$ cat config.mk
export PLATFORM = sky130hd
export DESIGN_NAME = blinds_motor_ctrl
export DESIGN_NICKNAME = d
export VERILOG_FILES = /design/src/rtl/blinds_motor_ctrl.sv
export SDC_FILE = /design/constraint.sdc
export NUM_CORES = 1
export LEC_CHECK = 0
export CAP_MARGIN = 25
export CELL_PAD_IN_SITES_DETAIL_PLACEMENT = 0
export CELL_PAD_IN_SITES_GLOBAL_PLACEMENT = 1
export CORE_MARGIN = 2
export CORE_UTILIZATION = 44
export DETAILED_ROUTE_END_ITERATION = 10
export GPL_TIMING_DRIVEN = 0
export HOLD_SLACK_MARGIN = 0.08
export PLACE_DENSITY_LB_ADDON = 0.1
export SKIP_LAST_GASP = 1
export SLEW_MARGIN = 0
export SYNTH_ARGS = -nofsm -noshare
export SYNTH_HDL_FRONTEND = slang
export SYNTH_SLANG_ARGS = --single-unit
$ cat constraint.sdc
create_clock -name clk -period 3.35 [get_ports clk]
set_input_delay 0.5025 -clock clk [delete_from_list [all_inputs] [get_ports clk]]
set_output_delay 0.5025 -clock clk [all_outputs]
set_load 0.02 [all_outputs]
$ cat src/rtl/blinds_motor_ctrl.sv
// Blinds motor controller: steps the up/down motor one level at a time toward the target level.
// Optional homing sequence at reset is built in when BLINDS_HOME_EN is defined.
module blinds_motor_ctrl #(
    parameter int unsigned STEP_CYCLES   = 8,
    parameter int unsigned SETTLE_CYCLES = 2
) (
    input  logic       clk,
    input  logic       rst,
`ifdef BLINDS_HOME_EN
    input  logic       home_sw,
`endif
    input  logic [1:0] target,
    input  logic       enable,
    output logic       motor_down,
    output logic       motor_up,
    output logic [1:0] position,
    output logic       busy,
    output logic       at_target
);

    localparam int unsigned CNT_W = $clog2(4 * STEP_CYCLES + SETTLE_CYCLES + 1);
    localparam logic [CNT_W-1:0] STEP_LAST   = CNT_W'(STEP_CYCLES - 1);
    localparam logic [CNT_W-1:0] SETTLE_LAST = CNT_W'(SETTLE_CYCLES - 1);
    localparam logic [CNT_W-1:0] CNT_ONE     = CNT_W'(1);

`ifdef BLINDS_HOME_EN
    localparam logic [CNT_W-1:0] HOME_LAST = CNT_W'(4 * STEP_CYCLES - 1);

    typedef enum logic [2:0] {
        IDLE      = 3'd0,
        MOVE_DOWN = 3'd1,
        MOVE_UP   = 3'd2,
        DEAD      = 3'd3,
        HOMING    = 3'd4
    } state_t;
`else
    typedef enum logic [1:0] {
        IDLE      = 2'd0,
        MOVE_DOWN = 2'd1,
        MOVE_UP   = 2'd2,
        DEAD      = 2'd3
    } state_t;
`endif

    state_t           state_q;
    state_t           state_d;
    state_t           step_dir;
    logic [CNT_W-1:0] cnt_q;
    logic [CNT_W-1:0] cnt_d;
    logic [1:0]       pos_d;
    logic             motor_down_d;
    logic             motor_up_d;
    logic             busy_d;

    // Direction needed to reach the target from a given level, or IDLE when none.
    function automatic state_t decide(input logic [1:0] pos, input logic [1:0] tgt,
                                      input logic en);
        if (en && (tgt > pos)) begin
            return MOVE_DOWN;
        end else if (en && (tgt < pos)) begin
            return MOVE_UP;
        end
        return IDLE;
    endfunction

    // Next-state, counter, position and output decode.
    always_comb begin
        state_d  = state_q;
        cnt_d    = cnt_q;
        pos_d    = position;
        step_dir = IDLE;

        case (state_q)
            IDLE: begin
                cnt_d   = '0;
                state_d = decide(position, target, enable);
            end
            MOVE_DOWN, MOVE_UP: begin
                if (cnt_q == STEP_LAST) begin
                    cnt_d    = '0;
                    pos_d    = (state_q == MOVE_DOWN) ? position + 2'd1 : position - 2'd1;
                    step_dir = decide(pos_d, target, enable);
                    // Reversal must pass through dead time, never straight across.
                    if (step_dir == IDLE) begin
                        state_d = IDLE;
                    end else if (step_dir == state_q) begin
                        state_d = state_q;
                    end else begin
                        state_d = DEAD;
                    end
                end else begin
                    cnt_d = cnt_q + CNT_ONE;
                end
            end
            DEAD: begin
                if (cnt_q == SETTLE_LAST) begin
                    cnt_d   = '0;
                    state_d = decide(position, target, enable);
                end else begin
                    cnt_d = cnt_q + CNT_ONE;
                end
            end
`ifdef BLINDS_HOME_EN
            HOMING: begin
                if (home_sw || (cnt_q == HOME_LAST)) begin
                    cnt_d   = '0;
                    pos_d   = 2'd0;
                    state_d = IDLE;
                end else begin
                    cnt_d = cnt_q + CNT_ONE;
                end
            end
`endif
            default: begin
                cnt_d   = '0;
                state_d = IDLE;
            end
        endcase

`ifdef BLINDS_HOME_EN
        // End-stop contact means the blind is physically fully open.
        if (home_sw) begin
            pos_d = 2'd0;
        end
        motor_up_d = (state_d == MOVE_UP) || (state_d == HOMING);
`else
        motor_up_d = (state_d == MOVE_UP);
`endif
        motor_down_d = (state_d == MOVE_DOWN);
        busy_d       = (state_d != IDLE);
    end

    // State and registered outputs.
    always_ff @(posedge clk) begin
        if (rst) begin
            cnt_q      <= '0;
            position   <= 2'd0;
            motor_down <= 1'b0;
`ifdef BLINDS_HOME_EN
            state_q    <= HOMING;
            motor_up   <= 1'b1;
            busy       <= 1'b1;
`else
            state_q    <= IDLE;
            motor_up   <= 1'b0;
            busy       <= 1'b0;
`endif
        end else begin
            state_q    <= state_d;
            cnt_q      <= cnt_d;
            position   <= pos_d;
            motor_down <= motor_down_d;
            motor_up   <= motor_up_d;
            busy       <= busy_d;
        end
    end

    // Reflects the live target so the status follows the level-decision stage immediately.
    assign at_target = (state_q == IDLE) && (position == target);

endmodule
==> impl_metrics.tcl <==
set metrics [dict create \
    syn_to_final_growth_pct 16.8 \
    dr.pass1.iters 4 \
    antenna_found_initial 0 \
    relSlewSlack_pct 67.2 \
    slew_viol_final 0 \
    port_buffers 9 \
    finalCriticalPeriod_ps 2660 \
    crit_arrival_ps 2160 \
    worst_pin_slew_ps 480 \
    crit_slowest_cell "clkdlybuf4s50_1" \
    fin_nets 125 \
    ioPinCount 11 \
    reg2reg_slack_ps 790 \
    rsz0062_at_grt "no" \
    die-height_microns 49.1 \
    htree_num_levels 1 \
    seq_area_frac_synth_pct 29.1 \
    clock_sinks 13 \
    timing.rr.start "state_q[1]$_SDFF_PP0_" \
    post-place-cells 133 \
    min_from "cnt_q[0]$_SDFF_PP0_" \
    synth-edff-count 0 \
    clkSlewWorstSetupHoldPaths_ps 70 \
    fin_crit_sh_pct 79.3 \
    tritoncts "done" \
    fillers 208 \
    worst_hold_path_type "register to register" \
    fin_hold_ws_ps 466 \
    peakVddDrop_v 0.000181 \
    status "complete, no violations" \
    setup_tns_ps 0 \
    ys_async_sr_fraction_pct 0 \
    critPathRequiredTime_ps 2850 \
    critPathTopFamily "buffers and inverters" \
    synth_fp_nets 111 \
    gp_congestion 0.800 \
    dp_hpwl_microns 1400 \
    reg2reg_depth 9 \
    crit_type "input port to primary output" \
    post_cts_resized 0 \
    crit_fanout 4 \
    min_path_cells 1 \
    finalWorstSetupSlack_ps 692 \
    multi_input_area_sq_um 591 \
    total_power_mw 0.311 \
    powerDensity_nw_per_um2 297 \
    drt_wl_total_microns 1840 \
    path_cells "clkdlybuf4s50_1, inv_1, ha_1, nor3b_1, clkdlybuf4s50_1" \
    via_per_inst 5.27 \
    cpPeakStageDelay_ps 630 \
    ys.flop_type "dfxtp_1" \
    grt_max_degree 11 \
    hold_viol 0 \
    crit_buf_inv 3 \
    post_cts_buffers 0 \
    max_cap_violations 0 \
    die_area_sq_um 2410 \
    layout-drive-gt1-share_pct 12.7 \
    yosysUniqueCellTypes 43 \
    regArea_sq_um 260 \
    antenna_left 0 \
    diodes 0 \
    grt.overflow.total 0 \
    grt_pass1_wl_microns 3110 \
    cp_common_cell "clkdlybuf4s50_1" \
    clockBufferDepth 2 \
    setup_viol 0 \
    dp_slack_ps 674 \
    grtUsageTotal_pct 16.5 \
    coreArea_sq_um 1940 \
    die_w_microns 49.1 \
    drcViolationCount 0 \
    max_freq_ghz 0.376 \
    layout.cells.non_filler 137 \
    ctsHoldBuffers 0 \
    ys_seq_elements 13 \
    syn_inst 97 \
    wl_per_cell_microns 13.5 \
    r2r_end "motor_down$_SDFF_PP0_" \
    via_count 722 \
    ys.warnings.count 0 \
    end_kind "primary output" \
    fin_skew_ps 12.9 \
    crit_path_start_kind "input port" \
    min_delay_worst_endpoint "cnt_q[0]$_SDFF_PP0_" \
    cts_buffers 3 \
    syn_area_per_cell_sq_um 9.24 \
    initial_core_util_pct 46.1 \
    leakagePower_nw 0.390 \
    root_buffer "clkbuf_4" \
    num_rows 16 \
    grt_pass1_vias 739 \
    syn_area_sq_um 896 \
    insertion_delay_ps 280 \
    drt-initial-drc-count 13 \
]
cell usage in the layout, fill, tap and decap left out, types with 3 or more instances in the layout:
| cell type | Yosys | layout |
|---|---|---|
| a21oi_1 | 3 | 3 |
| clkbuf_4 | 0 | 3 |
| clkdlybuf4s50_1 | 0 | 9 |
| dfxtp_1 | 13 | 13 |
| ha_1 | 9 | 9 |
| inv_1 | 10 | 10 |
| nand2_1 | 4 | 4 |
| nor2_1 | 10 | 10 |
| nor2b_1 | 3 | 3 |
| or3_1 | 3 | 3 |
| xnor2_1 | 5 | 5 |
worst max path at each step:
| stage | start | cells past startpoint | to |
|---|---|---|---|
| finish | target[0] | 5 | at_target |
| global route | target[0] | 5 | at_target |
| CTS | target[0] | 5 | at_target |
| detailed placement | target[0] | 5 | at_target |
| global placement | target[0] | 5 | at_target |
| floorplan | state_q[1]$_SDFF_PP0_ | 9 | motor_down$_SDFF_PP0_ |
kinds of logic after synthesis:
| group | share of synthesized area [%] |
|---|---|
| simple gates | 23.0 |
| compound gates | 21.0 |
| flops | 29.1 |
| buf+inv | 5.03 |
| fa+ha+maj | 12.6 |
| xor+xnor | 6.84 |
| mux | 2.51 |
area by class of cell:
class,count,share of cell area (%)
Clock buffer,4,2.51
Timing Repair Buffer,9,8.61
Buffer,1,0.359
Sequential cell,13,24.9
Multi-Input combinational cell,72,56.5
Inverter,11,3.95
Tap cell,27,3.23
layer usage:
| layer | track usage, % | up-vias | routed length, microns |
|---|---|---|---|
| met5 | 0 | - | 0 |
| met3 | 1.84 | 5 | 44 |
| met4 | 4.29 | 0 | 19 |
| met1 | 20.7 | 335 | 863 |
| li1 | - | 372 | - |
| met2 | 29.7 | 10 | 916 |
sequential cells by signal (all words and copies together), names as in the netlist:
register	count
cnt_q	6
position	2
state_q	2
busy	1
motor_down	1
motor_up	1
worst reg2reg max path: stages (launching register included):
cell	delay (ps)
dfxtp_1	370
inv_1	110
ha_1	210
xnor2_1	130
xnor2_1	210
ha_1	300
a2111oi_0	480
a211oi_1	130
o2bb2a_2	310
o211a_1	200
Yosys cell counts, drive strengths merged (3+ instances only):
master  count  area [sq um]
a21oi       4          23.8
dfxtp      13           260
ha          9           113
inv        11          41.3
nand2       4          15.0
nor2       10          37.5
nor2b       3          18.8
or3         3          18.8
xnor2       5          43.8
per-stage QoR:
stage	util [%]	instance area [sq um]
after floorplan	-	896
after global placement	52.5	1020
after detailed placement	52.5	1020
after CTS	53.9	1050
after global routing	53.9	1050
final	53.9	1050
report_power, final:
part | internal (mW) | total, mW | switching (mW) | leakage (nW)
sequential | 0.157 | 0.160 | 0.00245 | 0.105
clock | 0.0462 | 0.101 | 0.0548 | 0.0150
combinational | 0.0220 | 0.0502 | 0.0282 | 0.270
total | 0.226 | 0.311 | 0.0855 | 0.390
Note: power is estimated with default switching activity, not from simulation.
